File: src/rtl/synth_pkg.sv
// Shared synth definitions: voice-index width, defaults, FSM states and the
// 128-entry note-to-DDS-increment table (48 kHz sample rate, 32-bit phase).
package synth_pkg;

  localparam int         VOICE_IDX_W        = 8;
  localparam int         NUM_VOICES_DEFAULT = 16;
  localparam logic [7:0] AGE_MAX            = 8'd255;

  typedef enum logic [1:0] {
    ST_IDLE,
    ST_SCAN,
    ST_ISSUE_DDS,
    ST_ISSUE_ADSR
  } voice_state_e;

  typedef logic [127:0][31:0] tuning_table_t;

  // Phase increments for C4..B4; other octaves are exact power-of-two shifts.
  function automatic logic [31:0] semitone_inc(input int semi);
    case (semi)
      0:       return 32'd23409862;
      1:       return 32'd24801879;
      2:       return 32'd26276681;
      3:       return 32'd27839173;
      4:       return 32'd29494579;
      5:       return 32'd31248410;
      6:       return 32'd33106538;
      7:       return 32'd35075155;
      8:       return 32'd37160835;
      9:       return 32'd39370534;
      10:      return 32'd41711631;
      default: return 32'd44191929;
    endcase
  endfunction

  function automatic tuning_table_t build_tuning_table();
    tuning_table_t t;
    for (int n = 0; n < 128; n++) begin
      if (n / 12 >= 5) t[n] = semitone_inc(n % 12) << (n / 12 - 5);
      else             t[n] = semitone_inc(n % 12) >> (5 - n / 12);
    end
    return t;
  endfunction

  localparam tuning_table_t TUNING_TABLE = build_tuning_table();
  localparam logic [31:0]   TUNING_A4    = TUNING_TABLE[69];

endpackage

File: src/rtl/voice_allocator_if.sv
// MIDI event handshake plus SPI-side voice command bus of the voice allocator.
interface voice_allocator_if;
  logic        i_evt_valid;
  logic        o_evt_ready;
  logic        i_evt_note_on;
  logic [6:0]  i_evt_note;
  logic [6:0]  i_evt_velocity;
  logic        o_SPI_note_status;
  logic [7:0]  o_SPI_voice_index;
  logic [31:0] o_SPI_tuning_code;
  logic [6:0]  o_SPI_velocity;
  logic        o_SPI_flag_dds;
  logic        o_SPI_flag_adsr;
  logic [8:0]  o_active_count;
  logic        o_drop;

  modport master (
    output i_evt_valid, i_evt_note_on, i_evt_note, i_evt_velocity,
    input  o_evt_ready, o_SPI_note_status, o_SPI_voice_index, o_SPI_tuning_code,
           o_SPI_velocity, o_SPI_flag_dds, o_SPI_flag_adsr, o_active_count, o_drop
  );

  modport slave (
    input  i_evt_valid, i_evt_note_on, i_evt_note, i_evt_velocity,
    output o_evt_ready, o_SPI_note_status, o_SPI_voice_index, o_SPI_tuning_code,
           o_SPI_velocity, o_SPI_flag_dds, o_SPI_flag_adsr, o_active_count, o_drop
  );
endinterface

File: src/rtl/note_tuning_rom.sv
// Registered 128x32 note-to-phase-increment lookup; output holds between loads.
module note_tuning_rom
  import synth_pkg::*;
(
  input  logic        i_clk,
  input  logic        i_reset,
  input  logic        i_load,
  input  logic [6:0]  i_note,
  output logic [31:0] o_code
);

  always_ff @(posedge i_clk) begin
    if (i_reset)     o_code <= '0;
    else if (i_load) o_code <= TUNING_TABLE[i_note];
  end

endmodule

File: src/rtl/voice_allocator.sv
// Polyphonic voice allocator: serial table scan, then DDS/ADSR command strobes.
// Optional build macro VOICE_STEAL_EN steals the oldest voice instead of dropping.
module voice_allocator
  import synth_pkg::*;
#(
  parameter int NUM_VOICES = NUM_VOICES_DEFAULT
) (
  input logic             i_clk,
  input logic             i_reset,
  voice_allocator_if.slave bus
);

  localparam int             IDX_W     = (NUM_VOICES > 1) ? $clog2(NUM_VOICES) : 1;
  localparam logic [IDX_W:0] SCAN_LAST = (IDX_W + 1)'(NUM_VOICES);

  voice_state_e          state;
  logic [NUM_VOICES-1:0] active;
  logic [6:0]            note_tab [NUM_VOICES];
  logic [7:0]            age_tab  [NUM_VOICES];
  logic                  ev_on;
  logic [6:0]            ev_note, ev_vel;
  logic [IDX_W:0]        scan_cnt;
  logic [IDX_W-1:0]      scan_idx, same_idx, free_idx, target, pick;
  logic                  same_found, free_found, hit, accept, scan_busy;
  logic                  ready, drop, flag_dds, flag_adsr, note_status;
  logic [7:0]            voice_index;
  logic [6:0]            vel_out;
  logic [8:0]            active_count, active_sum;

  function automatic logic [7:0] sat_inc(input logic [7:0] a);
    return (a == AGE_MAX) ? a : a + 8'd1;
  endfunction

  assign accept    = bus.i_evt_valid && ready;
  assign scan_idx  = scan_cnt[IDX_W-1:0];
  assign scan_busy = (state == ST_SCAN) && (scan_cnt != SCAN_LAST);

  note_tuning_rom u_rom (
    .i_clk   (i_clk),
    .i_reset (i_reset),
    .i_load  (accept),
    .i_note  (bus.i_evt_note),
    .o_code  (bus.o_SPI_tuning_code)
  );

  always_comb begin
    active_sum = '0;
    for (int v = 0; v < NUM_VOICES; v++) active_sum = active_sum + 9'(active[v]);
  end

`ifdef VOICE_STEAL_EN
  logic             old_found;
  logic [IDX_W-1:0] old_idx;
  logic [7:0]       old_age;

  // Oldest active voice; strict compare keeps the lowest index on age ties.
  always_ff @(posedge i_clk) begin
    if (i_reset || accept) begin
      old_found <= 1'b0;
      old_idx   <= '0;
      old_age   <= '0;
    end else if (scan_busy && active[scan_idx] &&
                 (!old_found || age_tab[scan_idx] > old_age)) begin
      old_found <= 1'b1;
      old_idx   <= scan_idx;
      old_age   <= age_tab[scan_idx];
    end
  end
`endif

  always_comb begin
    hit  = 1'b0;
    pick = same_idx;
    if (same_found) begin
      hit = 1'b1;
    end else if (ev_on && free_found) begin
      hit  = 1'b1;
      pick = free_idx;
    end
`ifdef VOICE_STEAL_EN
    else if (ev_on && old_found) begin
      hit  = 1'b1;
      pick = old_idx;
    end
`endif
  end

  always_ff @(posedge i_clk) begin
    if (i_reset) begin
      state        <= ST_IDLE;
      ready        <= 1'b0;
      drop         <= 1'b0;
      flag_dds     <= 1'b0;
      flag_adsr    <= 1'b0;
      note_status  <= 1'b0;
      voice_index  <= '0;
      vel_out      <= '0;
      active_count <= '0;
      active       <= '0;
      ev_on        <= 1'b0;
      ev_note      <= '0;
      ev_vel       <= '0;
      scan_cnt     <= '0;
      same_found   <= 1'b0;
      free_found   <= 1'b0;
      same_idx     <= '0;
      free_idx     <= '0;
      target       <= '0;
      for (int v = 0; v < NUM_VOICES; v++) begin
        note_tab[v] <= '0;
        age_tab[v]  <= '0;
      end
    end else begin
      flag_dds     <= 1'b0;
      flag_adsr    <= 1'b0;
      drop         <= 1'b0;
      active_count <= active_sum;
      case (state)
        ST_IDLE: begin
          if (accept) begin
            ev_on      <= bus.i_evt_note_on && (bus.i_evt_velocity != 7'd0);
            ev_note    <= bus.i_evt_note;
            ev_vel     <= bus.i_evt_velocity;
            scan_cnt   <= '0;
            same_found <= 1'b0;
            free_found <= 1'b0;
            ready      <= 1'b0;
            state      <= ST_SCAN;
          end else begin
            ready <= 1'b1;
          end
        end
        // One voice examined per cycle; the extra final cycle resolves the target.
        ST_SCAN: begin
          if (scan_busy) begin
            if (active[scan_idx] && note_tab[scan_idx] == ev_note && !same_found) begin
              same_found <= 1'b1;
              same_idx   <= scan_idx;
            end
            if (!active[scan_idx] && !free_found) begin
              free_found <= 1'b1;
              free_idx   <= scan_idx;
            end
            scan_cnt <= scan_cnt + (IDX_W + 1)'(1);
          end else if (hit) begin
            target      <= pick;
            voice_index <= VOICE_IDX_W'(pick);
            note_status <= ev_on;
            vel_out     <= ev_vel;
            state       <= ev_on ? ST_ISSUE_DDS : ST_ISSUE_ADSR;
          end else begin
            drop  <= ev_on;
            ready <= 1'b1;
            state <= ST_IDLE;
          end
        end
        ST_ISSUE_DDS: begin
          flag_dds <= 1'b1;
          state    <= ST_ISSUE_ADSR;
        end
        ST_ISSUE_ADSR: begin
          flag_adsr <= 1'b1;
          if (ev_on) begin
            active[target]   <= 1'b1;
            note_tab[target] <= ev_note;
            for (int v = 0; v < NUM_VOICES; v++)
              age_tab[v] <= (IDX_W'(v) == target) ? '0 : sat_inc(age_tab[v]);
          end else begin
            active[target] <= 1'b0;
          end
          ready <= 1'b1;
          state <= ST_IDLE;
        end
        default: begin
          ready <= 1'b1;
          state <= ST_IDLE;
        end
      endcase
    end
  end

  assign bus.o_evt_ready       = ready;
  assign bus.o_SPI_note_status = note_status;
  assign bus.o_SPI_voice_index = voice_index;
  assign bus.o_SPI_velocity    = vel_out;
  assign bus.o_SPI_flag_dds    = flag_dds;
  assign bus.o_SPI_flag_adsr   = flag_adsr;
  assign bus.o_active_count    = active_count;
  assign bus.o_drop            = drop;

endmodule

File: src/flat_wrapper.sv
// flat-port wrapper written by rule: the top's interface ports become plain ports
module voice_allocator_flat import synth_pkg::*;
#(
  parameter int NUM_VOICES = NUM_VOICES_DEFAULT
)
  (i_clk, i_reset, bus_i_evt_valid, bus_i_evt_note_on, bus_i_evt_note, bus_i_evt_velocity, bus_o_evt_ready, bus_o_SPI_note_status, bus_o_SPI_voice_index, bus_o_SPI_tuning_code, bus_o_SPI_velocity, bus_o_SPI_flag_dds, bus_o_SPI_flag_adsr, bus_o_active_count, bus_o_drop);
  voice_allocator_if bus_i ();
  input logic i_clk;
  input logic i_reset;
  input wire logic [$bits(bus_i.i_evt_valid)-1:0] bus_i_evt_valid;
  input wire logic [$bits(bus_i.i_evt_note_on)-1:0] bus_i_evt_note_on;
  input wire logic [$bits(bus_i.i_evt_note)-1:0] bus_i_evt_note;
  input wire logic [$bits(bus_i.i_evt_velocity)-1:0] bus_i_evt_velocity;
  output wire logic [$bits(bus_i.o_evt_ready)-1:0] bus_o_evt_ready;
  output wire logic [$bits(bus_i.o_SPI_note_status)-1:0] bus_o_SPI_note_status;
  output wire logic [$bits(bus_i.o_SPI_voice_index)-1:0] bus_o_SPI_voice_index;
  output wire logic [$bits(bus_i.o_SPI_tuning_code)-1:0] bus_o_SPI_tuning_code;
  output wire logic [$bits(bus_i.o_SPI_velocity)-1:0] bus_o_SPI_velocity;
  output wire logic [$bits(bus_i.o_SPI_flag_dds)-1:0] bus_o_SPI_flag_dds;
  output wire logic [$bits(bus_i.o_SPI_flag_adsr)-1:0] bus_o_SPI_flag_adsr;
  output wire logic [$bits(bus_i.o_active_count)-1:0] bus_o_active_count;
  output wire logic [$bits(bus_i.o_drop)-1:0] bus_o_drop;
  assign bus_i.i_evt_valid = bus_i_evt_valid;
  assign bus_i.i_evt_note_on = bus_i_evt_note_on;
  assign bus_i.i_evt_note = bus_i_evt_note;
  assign bus_i.i_evt_velocity = bus_i_evt_velocity;
  assign bus_o_evt_ready = bus_i.o_evt_ready;
  assign bus_o_SPI_note_status = bus_i.o_SPI_note_status;
  assign bus_o_SPI_voice_index = bus_i.o_SPI_voice_index;
  assign bus_o_SPI_tuning_code = bus_i.o_SPI_tuning_code;
  assign bus_o_SPI_velocity = bus_i.o_SPI_velocity;
  assign bus_o_SPI_flag_dds = bus_i.o_SPI_flag_dds;
  assign bus_o_SPI_flag_adsr = bus_i.o_SPI_flag_adsr;
  assign bus_o_active_count = bus_i.o_active_count;
  assign bus_o_drop = bus_i.o_drop;
  voice_allocator #(.NUM_VOICES(NUM_VOICES)) u_core (.i_clk(i_clk), .i_reset(i_reset), .bus(bus_i));
endmodule
File: config.mk
export PLATFORM = sky130hd
export DESIGN_NAME = voice_allocator_flat
export DESIGN_NICKNAME = d
export VERILOG_FILES = /design/src/rtl/synth_pkg.sv /design/src/rtl/voice_allocator_if.sv /design/src/rtl/note_tuning_rom.sv /design/src/rtl/voice_allocator.sv /design/src/flat_wrapper.sv
export SDC_FILE = /design/constraint.sdc
export NUM_CORES = 1
export LEC_CHECK = 0
export BUFFER_PORTS_ARGS = -buffer_cell sky130_fd_sc_hd__clkbuf_2
export CAP_MARGIN = 20
export CORE_ASPECT_RATIO = 1.4
export CORE_UTILIZATION = 45
export CTS_BUF_LIST = sky130_fd_sc_hd__clkbuf_8
export CTS_CLUSTER_DIAMETER = 80
export DETAILED_ROUTE_END_ITERATION = 12
export GPL_ROUTABILITY_DRIVEN = 0
export HOLD_SLACK_MARGIN = 0.02
export PLACE_DENSITY_LB_ADDON = 0.25
export SETUP_SLACK_MARGIN = 0.5
export SLEW_MARGIN = 20
export SYNTH_ARGS = -nofsm -noshare
export SYNTH_HDL_FRONTEND = slang
export SYNTH_SLANG_ARGS = --single-unit
export TNS_END_PERCENT = 50
File: constraint.sdc
create_clock -name i_clk -period 9.45 [get_ports i_clk]
set_input_delay 1.4175 -clock i_clk [delete_from_list [all_inputs] [get_ports i_clk]]
set_output_delay 1.4175 -clock i_clk [all_outputs]
set_load 0.005 [all_outputs]
==> metrics.log, run 1 <==
INFO  metric worst_ep_arrival_time = 4720 ps
INFO  metric pwr_density_cell = 156 nW/um^2
INFO  metric layout.cell_area.non_filler = 14,000 sq um
INFO  metric sink_count_of_the_clock_tree = 216
INFO  metric timing_max_transition_violations_final = 0
INFO  metric drt_iter0_drc = 832
INFO  metric die_area = 29,200 sq um
INFO  metric cp_common_cell = a21oi_1
INFO  metric tritoncts = built
INFO  metric fp.dieW = 145 um
INFO  metric synth_seq_area_share = 42.4%
INFO  metric synth_area = 12,800 sq um
INFO  metric cp-end-kind = flop
INFO  metric clock_path_buffers = 3
INFO  metric grt.overflow.total = 0
INFO  metric biggest_cell_delay_along_the_critical_path = 760 ps
INFO  metric synth-edff-count = 112
INFO  metric final_period_demand_of_the_worst_path = 4250 ps
INFO  metric gr-usage-all-layers = 24.7%
INFO  metric core_region_area = 27,800 sq um
INFO  metric finalNetCount = 1,343
INFO  metric post_route_drc_violation_count = 0
INFO  metric vdd_drop_max = 113 uV
INFO  metric grt_pass1_vias = 9,702
INFO  metric cellLeakagePower = 5.22 nW
INFO  metric cts_post_setup_buffers_inserted = 0
INFO  metric fmax = 235 MHz
INFO  metric boundaryPins = 79
INFO  metric tns = 0 ps
INFO  metric drive_above_1_share = 17.1%
INFO  metric synthesis.instances = 1,295
INFO  metric wire_length_of_the_first_global_routing_pass = 55,000 um
INFO  metric status = finished clean
INFO  metric avgSynthCellArea = 9.91 sq um
INFO  metric cp_data_required_time = 9920 ps
INFO  metric critical_path.cell_chain = clkbuf_2, inv_1, ha_1, nand2_1, a21oi_1, a21oi_1, mux4_2, mux2_2, a211oi_1
INFO  metric antenna_violating_nets_post_route = 0
INFO  metric tightestPinTransition = 1070 ps
INFO  metric wirelength = 35,300 um
INFO  metric timing.critical_path.from = bus_i_evt_note[1]
INFO  metric worst_hold_startpoint = u_core.u_rom.o_code[12]
INFO  metric fillCellCount = 2,572
INFO  metric synthToLayoutAreaGrowth = 9.16%
INFO  metric final.setup_skew = 23.8 ps
INFO  metric clock_latency = 560 ps
INFO  metric cts_resized = 0
INFO  metric rsz_0062_raised_after_global_routing = no
INFO  metric path_clk_slew = 60 ps
INFO  metric final_cell_mix = nand2_1, and2_1, nor2_1
INFO  metric place.port_buffers = 69
INFO  metric dieHeight = 202 um
INFO  metric min-delay-path-class = reg -> reg
INFO  metric buffers_and_inverters_on_the_worst_path = 2
INFO  metric max_slew_margin = 28.1%
INFO  metric viasPerCell = 5.94
INFO  metric placed_cell_area = 13,300 sq um
INFO  metric hpwl_detailed = 24,300 um
INFO  metric finalHoldViolations = 0
INFO  metric synth-seq-cells = 216
INFO  metric layout_commonest_cell = nand2_1
INFO  metric cp_top_family = multiplexers
INFO  metric yosysWarningCount = 0
INFO  metric num_antenna_cells = 0
INFO  metric cts_inserted_buffers = 37
INFO  metric cts-htree-levels = 2
INFO  metric critPathKind = in -> reg
INFO  metric cts-root-buf = clkbuf_8
INFO  metric most_used_flip_flop_cell_after_synthesis = edfxtp_1
INFO  metric final.period_utilization = 45.0%
INFO  metric largest_net_degree_at_the_start_of_global_routing = 103
INFO  metric critical-path-slowest-cell = ha_1
INFO  metric std_cell_rows = 72
INFO  metric crit_path_start_kind = primary input
INFO  metric placed_cells = 1,630
INFO  metric antenna_found_initial = 0
INFO  metric maxCapViolations = 0
INFO  metric firstDrtPassIters = 5
INFO  metric timing.critical_path.fanout_max = 28
INFO  metric yosys.cell_types.count = 75
INFO  metric cts_hold_repair.buffers = 0
INFO  metric routed_wire_length_per_instance = 20.9 um
INFO  metric layout.core_utilization = 50.3%
INFO  metric floorplan.initialDensity = 46.1%
INFO  metric final_cells = 1,694
INFO  metric setup_viol = 0
INFO  metric vias = 10,100
INFO  metric synth_async_sr_flop_share = 0%
## routing by layer
layer / track usage, % / vias to the layer above / routed length (um)
met3: 3.10 / 118 / 1830
met1: 30.1 / 4889 / 13700
met4: 13.5 / 0 / 1920
li1: - / 4659 / -
met5: 0 / - / 0
met2: 42.1 / 392 / 17900
## kinds of logic after synthesis
| logic type | share of synthesized area (%) |
|---|---|
| flip-flops | 42.4 |
| XOR/XNOR | 1.02 |
| AO/OA/AOI/OAI | 12.9 |
| AND/OR/NAND/NOR | 18.5 |
| adder cells (fa/ha/maj) | 3.02 |
| buffers and inverters | 5.59 |
| multiplexers | 16.5 |
| other | 0.0292 |
## cells in the mapped netlist (4+ instances only)
cell type	instances	area, sq um
or2_1	4	25.0
a211oi_1	15	113
mux2_2	17	191
a311o_1	4	40.0
a221oi_1	7	61.3
o21ai_0	34	170
nand2_1	121	454
nor2b_1	12	75.1
mux4_2	50	1130
dfxtp_1	104	2080
nor3_1	19	95.1
mux4_1	6	158
o31ai_1	8	60.1
mux2i_1	58	581
o32ai_1	4	35.0
or3_1	8	50.1
buf_4	12	90.1
nor3b_1	4	30.0
buf_2	20	100
mux2_1	6	67.6
nand4_1	6	37.5
ha_1	15	188
nor4_1	5	31.3
fa_1	10	200
o21ai_1	12	60.1
a311oi_1	8	70.1
xor2_1	9	78.8
xnor2_1	6	52.6
nand3_1	21	105
clkbuf_1	77	289
a31o_2	5	43.8
a21oi_1	86	430
o211ai_1	20	150
buf_1	19	71.3
inv_1	34	128
inv_2	6	22.5
a21o_1	4	30.0
nand2b_1	23	144
a31oi_1	12	75.1
and2_1	119	744
nor2_1	115	432
edfxtp_1	112	3360
## where the power goes
| group | switching, W | leakage (nW) | internal (W) |
|---|---|---|---|
| registers | 0.0000219 | 2.00 | 0.00101 |
| clock network | 0.000384 | 0.427 | 0.000478 |
| logic | 0.000179 | 2.79 | 0.000114 |
## stage by stage
step           setup WS (ps)  power [W]  hold WS, ps
5_1_grt                 4950    0.00227          474
3_5_place_dp            4750    0.00134          446
4_1_cts                 5340    0.00221          456
2_1_floorplan           5470    0.00126          436
6_report                5200    0.00219          456
3_3_place_gp            4860    0.00134          440
## state kept, by name, indices dropped and copies added, names as in the netlist, named ones only
signal,flops
u_core.ev_on,1
u_core.free_found,1
u_core.state,1
u_core.same_found,1
u_core.bus.o_SPI_flag_adsr,1
u_core.ev_vel,7
u_core.bus.o_SPI_velocity,7
u_core.scan_cnt,5
u_core.target,4
u_core.bus.o_active_count,5
u_core.same_idx,4
u_core.u_rom.o_code,31
u_core.bus.o_evt_ready,1
u_core.bus.o_SPI_flag_dds,1
u_core.note_tab,112
u_core.ev_note,7
u_core.bus.o_drop,1
u_core.bus.o_SPI_note_status,1
u_core.free_idx,4
## worst reg2reg max path, cell delays in order, from the launching register on
cell and delay [ps]:
dfxtp_1 330, ha_1 280, inv_1 50, fa_1 520, fa_1 520, fa_1 530
fa_1 520, fa_1 480, fa_1 410, inv_1 80, a21oi_1 60, nor3b_1 170
## path summary, 6_finish.rpt
kind	end	slack [ps]	cells past startpoint
setup reg to reg	u_core.bus.o_active_count[4]	5430	11
hold / removal	u_core.u_rom.o_code[12]	460	2
hold reg to reg	u_core.u_rom.o_code[12]	460	2
setup / recovery	u_core.u_rom.o_code[5]	5200	9
## final cells by class
class,instances,area (sq um),area share (%)
inverters,40,150,1.07
clock inverters,19,140,1.00
clock buffers,44,606,4.32
well taps,370,463,3.30
flip-flops and latches,216,5450,38.9
multi-input cells,917,6720,48.0
repair buffers,88,488,3.48
Note: power is estimated with default switching activity, not from simulation.
==> run 2: changes to the inputs <==
--- a/config.mk
+++ b/config.mk
@@ -5,6 +5,7 @@
 export SDC_FILE = /design/constraint.sdc
 export NUM_CORES = 1
 export LEC_CHECK = 0
+export ABC_AREA = 1
 export BUFFER_PORTS_ARGS = -buffer_cell sky130_fd_sc_hd__clkbuf_2
 export CAP_MARGIN = 20
 export CORE_ASPECT_RATIO = 1.4
==> constraint.sdc (replaced) <==
create_clock -name i_clk -period 3.8 [get_ports i_clk]
set_input_delay 0.57 -clock i_clk [delete_from_list [all_inputs] [get_ports i_clk]]
set_output_delay 0.57 -clock i_clk [all_outputs]
set_load 0.005 [all_outputs]
==> metrics.log, run 2 <==
INFO  metric cellLeakagePower = 5.63 nW (+7.8%)
INFO  metric synth_area = 12,100 sq um (-6.1%)
INFO  metric antenna_violating_nets_post_route = 0 (unchanged)
INFO  metric gr-usage-all-layers = 28.4% (+3.7 points)
INFO  metric cts_hold_repair.buffers = 0 (unchanged)
INFO  metric worst_hold_startpoint = bus_i_evt_velocity[1]
INFO  metric finalNetCount = 1,713 (+28%)
INFO  metric synth.area.mux_share = 0.166% (-16 points)
INFO  metric sink_count_of_the_clock_tree = 216 (unchanged)
INFO  metric final.period_utilization = 94.5%
INFO  metric cp-end-kind = flop
INFO  metric min-delay-path-class = in -> reg
INFO  metric yosysWarningCount = 0 (unchanged)
INFO  metric synthMostInstantiatedCell = nand2_1
INFO  metric most_used_flip_flop_cell_after_synthesis = edfxtp_1
INFO  metric fmax = 278 MHz
INFO  metric wire_length_of_the_first_global_routing_pass = 60,000 um (+9.1%)
INFO  metric core_region_area = 26,200 sq um (-5.9%)
INFO  metric pwr-share-seq = 45.6% (-1.7 points)
INFO  metric tns = 0 ps (unchanged)
INFO  metric post_synth_most_frequent_cells = nand2_1, nor2_1, inv_1
INFO  metric yosys.cell_types.count = 43 (-43%)
INFO  metric status = finished clean
INFO  metric wirelength = 38,700 um (+9.6%)
INFO  metric critPathKind = reg -> reg
INFO  metric finalHoldViolations = 0 (unchanged)
INFO  metric placed_cells = 1,953 (+20%)
INFO  metric synth_async_sr_flop_share = 0% (unchanged)
INFO  metric registers.top_by_ff_count = u_core.note_tab
INFO  metric synth_seq_area_share = 45.2% (+2.8 points)
INFO  metric globalRouteMet2Util = 52.6% (+11 points)
INFO  metric die_area = 27,400 sq um (-6.0%)
INFO  metric fillCellCount = 2,588 (+0.62%)
INFO  metric cts_inserted_buffers = 36 (-2.7%)
INFO  metric post_synth_xor_area_fraction = 0.0727% (-0.95 points)
INFO  metric synth_top_family_by_area = simple AND/OR/NAND/NOR gates
INFO  metric clock_latency = 540 ps (-20 ps)
INFO  metric placed_cell_area = 12,600 sq um (-5.3%)
INFO  metric grt_pass1_vias = 11,400 (+17%)
INFO  metric vdd_drop_max = 291 uV (+160%)
INFO  metric layout.core_utilization = 50.9% (+0.52 points)
INFO  metric viasPerCell = 5.69 (-4.2%)
INFO  metric post_route_drc_violation_count = 0 (unchanged)
INFO  metric holdWs = 294 ps (-162 ps)
INFO  metric synthesis.instances = 1,622 (+25%)
INFO  metric final_cells = 2,019 (+19%)
INFO  metric globalRouteMet1Util = 29.8% (-0.30 points)
INFO  metric floorplan.initialDensity = 46.0% (-0.097 points)
INFO  metric share_comb_of_total_power = 18.7% (+5.3 points)
INFO  metric drive_above_1_share = 9.91% (-7.2 points)
INFO  metric layout.cell_area.non_filler = 13,300 sq um (-5.0%)
INFO  metric hpwl_detailed = 27,300 um (+12%)
INFO  metric num_antenna_cells = 0 (unchanged)
INFO  metric clock_path_buffers = 3 (unchanged)
INFO  metric grt.overflow.total = 0 (unchanged)
INFO  metric cts-htree-levels = 2 (unchanged)
INFO  metric rsz_0062_raised_after_global_routing = yes
INFO  metric crit_path_start_kind = flop
INFO  metric cp_data_required_time = 4240 ps (-5680 ps)
INFO  metric max_slew_margin = 28.7% (+0.60 points)
INFO  metric synthAdderAreaFrac = 3.22% (+0.20 points)
INFO  metric tightestPinTransition = 1070 ps (-1.62 ps)
INFO  metric sw_frac_of_total = 31.1% (+4.4 points)
INFO  metric largest_net_degree_at_the_start_of_global_routing = 60 (-42%)
INFO  metric boundaryPins = 79 (unchanged)
INFO  metric path_clk_slew = 70 ps (about the same)
INFO  metric final_cell_mix = nand2_1, nor2_1, inv_1
INFO  metric timing.critical_path.fanout_max = 3 (-89%)
INFO  metric timing_max_transition_violations_final = 0 (unchanged)
INFO  metric worst_ep_arrival_time = 4030 ps (-690 ps)
INFO  metric avgSynthCellArea = 7.43 sq um (-25%)
INFO  metric cts-root-buf = clkbuf_8
INFO  metric final_period_demand_of_the_worst_path = 3590 ps
INFO  metric power.clock.fraction = 35.7% (-3.7 points)
INFO  metric setup_viol = 0 (unchanged)
INFO  metric pwr_density_cell = 428 nW/um^2 (+170%)
INFO  metric synthToLayoutAreaGrowth = 10.5%
INFO  metric drt_iter0_drc = 920 (+11%)
INFO  metric synth-seq-cells = 216 (unchanged)
INFO  metric regArea = 5450 sq um (about the same)
INFO  metric synth.top_cell.area_share = 27.9% (+1.7 points)
INFO  metric synth-compound-area-share = 15.8% (+3.0 points)
INFO  metric grt_met3_usage = 4.56% (+1.5 points)
INFO  metric routed_wire_length_per_instance = 19.2 um (-8.1%)
INFO  metric synthTopCellsByArea = edfxtp_1, dfxtp_1, nand2_1, nor2_1, o21ai_0
INFO  metric std_cell_rows = 70 (-2.8%)
INFO  metric place.port_buffers = 69 (unchanged)
INFO  metric multi_input_area = 5540 sq um (-18%)
INFO  metric dieHeight = 196 um (-3.1%)
INFO  metric antenna_found_initial = 0 (unchanged)
INFO  metric largest_registers = u_core.note_tab: 112 flops, u_core.u_rom.o_code: 31 flops
INFO  metric p_int = 0.00393 W (+140%)
INFO  metric p_sw = 0.00177 W (+200%)
INFO  metric busiest_layer_in_global_routing = met2
INFO  metric final.setup_skew = 20.3 ps (-3.45 ps)
INFO  metric tritoncts = built
INFO  metric synth_simple_gate_area_share = 26.0% (+7.5 points)
INFO  metric vias = 11,500 (+14%)
INFO  metric layout_commonest_cell = nand2_1
INFO  metric firstDrtPassIters = 6 (+1)
INFO  metric largest_register_ffs = 112 (unchanged)
INFO  metric fp.dieW = 140 um (-3.1%)
INFO  metric synth_largest_area_cell = edfxtp_1
INFO  metric maxCapViolations = 0 (unchanged)
INFO  metric synth-edff-count = 112 (unchanged)
==> run 2: changes by cell type after synthesis, moves of 17 or more <==
cell      change
mux4_2       -50
o21ai_0     +100
mux2i_1      -56
nand3_1     +105
nor2_1      +130
clkbuf_1     -27
nand2b_1     -23
and2_1      -119
mux2_2       -17
inv_1       +129
nand2_1     +264
o31ai_1      +17
==> run 2: final cells by class <==
class / instances / area share, %
well taps: 324 / 3.04
inverters: 175 / 4.93
multi-input cells: 1142 / 41.6
clock inverters: 20 / 0.836
clock buffers: 43 / 4.44
repair buffers: 99 / 4.27
flip-flops and latches: 216 / 40.9
==> run 2: stage by stage <==
step                setup WS [ps]  total power [W]
floorplan                     344          0.00338
global placement              231          0.00368
detailed placement            165          0.00369
CTS                           186          0.00570
global route                 95.2          0.00592
finish                        208          0.00570
==> run 2: final timing paths <==
| kind | to | slack [ps] | depth (start not counted) |
|---|---|---|---|
| setup / recovery | u_core.bus.o_active_count[4] | 210 | 11 |
| hold / removal | u_core.ev_vel[1] | 290 | 3 |
| setup reg to reg | u_core.bus.o_active_count[4] | 210 | 11 |
| hold reg to reg | u_core.free_idx[1] | 450 | 2 |
==> run 2: power by group through the flow <==
stage / clock network [W] / registers [W] / logic, W
final: 0.00204 / 0.00260 / 0.00106
after global routing: 0.00215 / 0.00261 / 0.00116
after CTS: 0.00206 / 0.00260 / 0.00104
after detailed placement: 0 / 0.00265 / 0.00104
after global placement: 0 / 0.00265 / 0.00103
after floorplan: 0 / 0.00263 / 0.000743
==> run 2: critical path, cell delays in order (launching register included) <==
cell     delay [ps]
dfxtp_2         340
ha_4            260
inv_2            30
fa_1            490
fa_1            430
fa_1            520
fa_1            430
fa_2            370
fa_2            340
inv_2            70
a21oi_1          60
nor3_1          160
==> run 2: timing repair <==
item                       4_1_cts  5_1_grt
buffers inserted                 1        1
cloned                           0        0
setup endpoints to repair        4        4
resized for setup                7        0
pin swaps                        0        1
==> run 2: logic make-up (layout without fill, tap and decap cells) <==
kind of cell               count (synthesis)  count (layout)
other                                      1               9
DFF                                      216             216
buffers and inverters                    272             337
and+or+nand+nor                          778             778
adders and majority gates                 25              25
muxes                                      2               2
xor gates and xnor gates                   1               1
AOI/OAI and AO/OA                        327             327
==> run 2: routing by layer <==
layer / up-vias / share of wire [%]
li1: 5461 / -
met1: 5358 / 36
met4: 0 / 6.0
met3: 171 / 6.9
met2: 493 / 51
met5: - / 0
==> run 3: changes to the inputs <==
--- a/config.mk
+++ b/config.mk
@@ -9,6 +9,7 @@
 export BUFFER_PORTS_ARGS = -buffer_cell sky130_fd_sc_hd__clkbuf_2
 export CAP_MARGIN = 20
 export CORE_ASPECT_RATIO = 1.4
+export CORE_MARGIN = 3
 export CORE_UTILIZATION = 45
 export CTS_BUF_LIST = sky130_fd_sc_hd__clkbuf_8
 export CTS_CLUSTER_DIAMETER = 80
==> metrics.log, run 3 (same netlist as run 2, synthesis figures left out) <==
INFO  metric pwr_density_cell = 433 nW/um^2 (+1.1%)
INFO  metric antenna_found_initial = 1 (+1)
INFO  metric viasPerCell = 5.66 (-0.55%)
INFO  metric vdd_drop_max = 293 uV (+0.54%)
INFO  metric gr-usage-all-layers = 27.1% (-1.3 points)
INFO  metric cellLeakagePower = 5.62 nW (about the same)
INFO  metric wirelength = 39,000 um (+0.89%)
INFO  metric hpwl_detailed = 27,400 um (+0.24%)
INFO  metric cp_data_required_time = 4260 ps (+20 ps)
INFO  metric fp.dieW = 144 um (+2.9%)
INFO  metric finalHoldViolations = 0 (unchanged)
INFO  metric buffers_and_inverters_on_the_worst_path = 2 (unchanged)
INFO  metric synthToLayoutAreaGrowth = 10.9%
INFO  metric timing.critical_path.fanout_max = 3 (unchanged)
INFO  metric layout.core_utilization = 50.9% (about the same)
INFO  metric cts_hold_repair.buffers = 0 (unchanged)
INFO  metric min-delay-path-class = in -> reg
INFO  metric final.setup_skew = 15.9 ps (-4.44 ps)
INFO  metric worst_ep_arrival_time = 4130 ps (+100 ps)
INFO  metric biggest_cell_delay_along_the_critical_path = 530 ps (about the same)
INFO  metric cp-end-kind = flop
INFO  metric vias = 11,400 (-0.40%)
INFO  metric place.port_buffers = 69 (unchanged)
INFO  metric maxCapViolations = 0 (unchanged)
INFO  metric critPathKind = reg -> reg
INFO  metric firstDrtPassIters = 8 (+2)
INFO  metric sink_count_of_the_clock_tree = 216 (unchanged)
INFO  metric setup_viol = 0 (unchanged)
INFO  metric clock_latency = 540 ps (about the same)
INFO  metric wire_length_of_the_first_global_routing_pass = 60,600 um (+1.0%)
INFO  metric cp_common_cell = fa_1
INFO  metric path_clk_slew = 70 ps (about the same)
INFO  metric tritoncts = built
INFO  metric critical_path.cell_chain = ha_4, inv_2, fa_1, fa_1, fa_1, fa_1, fa_2, fa_2, inv_2, o21ai_1, a21oi_1
INFO  metric ff2ff_setup_slack = 130 ps (-80 ps)
INFO  metric rsz_0062_raised_after_global_routing = yes
INFO  metric finalNetCount = 1,713 (unchanged)
INFO  metric grt_pass1_vias = 11,100 (-2.1%)
INFO  metric fillCellCount = 2,629 (+1.6%)
INFO  metric drt_iter0_drc = 1,060 (+15%)
INFO  metric globalRouteMet1Util = 30.2% (+0.42 points)
INFO  metric largest_register_ffs = 112 (unchanged)
INFO  metric final.period_utilization = 96.5% (+2.0 points)
INFO  metric core_region_area = 26,300 sq um (+0.33%)
INFO  metric antenna_violating_nets_post_route = 0 (unchanged)
INFO  metric cts_inserted_buffers = 35 (-2.8%)
INFO  metric finalPower = 0.00578 W (+1.4%)
INFO  metric regToRegEndpoint = u_core.bus.o_active_count[2]
INFO  metric timing_max_transition_violations_final = 0 (unchanged)
INFO  metric die_area = 28,800 sq um (+5.0%)
INFO  metric grt_met3_usage = 4.33% (-0.23 points)
INFO  metric dieHeight = 200 um (+2.0%)
INFO  metric post-route-worst-setup-slack = 132 ps (-75.5 ps)
INFO  metric min_path_cells = 3 (unchanged)
INFO  metric critical-path-slowest-cell = fa_1
INFO  metric max_slew_margin = 32.3% (+3.6 points)
INFO  metric tns = 0 ps (unchanged)
INFO  metric crit_path_start_kind = flop
INFO  metric grt.overflow.total = 0 (unchanged)
INFO  metric post_route_drc_violation_count = 0 (unchanged)
INFO  metric routed_wire_length_per_instance = 19.3 um (+0.74%)
INFO  metric post_place_worst_slack = 99.9 ps (-65.1 ps)
INFO  metric final_cell_mix = nand2_1, nor2_1, inv_1
INFO  metric floorplan.initialDensity = 45.9% (-0.15 points)
INFO  metric placed_cell_area = 12,600 sq um (about the same)
INFO  metric drive_above_1_share = 10.5% (+0.64 points)
INFO  metric clock_path_buffers = 3 (unchanged)
INFO  metric worst_hold_startpoint = bus_i_evt_velocity[2]
INFO  metric globalRouteMet2Util = 47.7% (-4.9 points)
INFO  metric cp_top_family = adder cells
INFO  metric layout.cell_area.non_filler = 13,400 sq um (+0.34%)
INFO  metric boundaryPins = 79 (unchanged)
INFO  metric largest_net_degree_at_the_start_of_global_routing = 60 (unchanged)
INFO  metric timing.reg2reg.worst_path_depth = 11 (unchanged)
INFO  metric cts-htree-levels = 2 (unchanged)
INFO  metric busiest_layer_in_global_routing = met2
INFO  metric fmax = 273 MHz (-2.1%)
INFO  metric worstHoldEndpoint = u_core.ev_vel[2]
INFO  metric largest_registers = u_core.note_tab: 112 flops, u_core.u_rom.o_code: 31 flops
INFO  metric tightestPinTransition = 1010 ps (-58.5 ps)
INFO  metric registers.top_by_ff_count = u_core.note_tab
INFO  metric cts-root-buf = clkbuf_8
INFO  metric final_period_demand_of_the_worst_path = 3670 ps (+75.5 ps)
INFO  metric status = finished clean
INFO  metric layout_commonest_cell = nand2_1
INFO  metric std_cell_rows = 70 (unchanged)
[run 3: what timing repair did]
item / in CTS / in global routing
pin swaps: 1 / 1
gates resized for setup: 7 / 3
gates cloned: 0 / 0
buffers inserted: 2 / 0
endpoints found under the setup margin: 4 / 5
endpoints found under the hold margin: 0 / 0
[run 3: area by class of cell]
cell class / instances / area [sq um] / area share, %
repair buffers: 100 / 576 / 4.31
diodes: 1 / 2.50 / 0.0187
well taps: 324 / 405 / 3.03
inverters: 175 / 657 / 4.92
clock buffers: 41 / 564 / 4.22
multi-input cells: 1142 / 5540 / 41.5
clock inverters: 23 / 166 / 1.25
flip-flops and latches: 216 / 5450 / 40.8
[run 3: worst max-delay path by stage]
| stage | startpoint | to | slack [ps] | depth (start not counted) |
|---|---|---|---|---|
| after floorplan | flop | u_core.bus.o_active_count[2] | 340 | 11 |
| after global placement | flop | u_core.bus.o_active_count[2] | 230 | 11 |
| after detailed placement | flop | u_core.bus.o_active_count[2] | 100 | 11 |
| after CTS | flop | u_core.bus.o_active_count[4] | 180 | 11 |
| after global routing | flop | u_core.bus.o_active_count[2] | 80 | 11 |
| final | flop | u_core.bus.o_active_count[2] | 130 | 11 |
[run 3: per-stage QoR]
step | hold slack (ps) | std cells
6_report | 283 | 2022
5_1_grt | 299 | 2021
4_1_cts | 264 | 2021
3_5_place_dp | 458 | 1955
3_3_place_gp | 450 | 1954
2_1_floorplan | 430 | 1630
[run 3: report_power, final]
group          internal, W  switching [W]
Clock              0.00114       0.000980
Sequential         0.00255      0.0000539
Combinational     0.000289       0.000775
Total              0.00397        0.00181
[run 3: metal layers]
layer	vias to the layer above	wire, um
li1	5476	-
met1	5279	13800
met5	-	0
met2	489	19800
met3	193	2690
met4	0	2780
[run 3: worst reg2reg max path: stages (launching register included)]
cell and delay [ps]:
dfxtp_2 340, ha_4 260, inv_2 30, fa_1 510
fa_1 450, fa_1 530, fa_1 430, fa_2 370
fa_2 350, inv_2 80, o21ai_1 80, a21oi_1 160
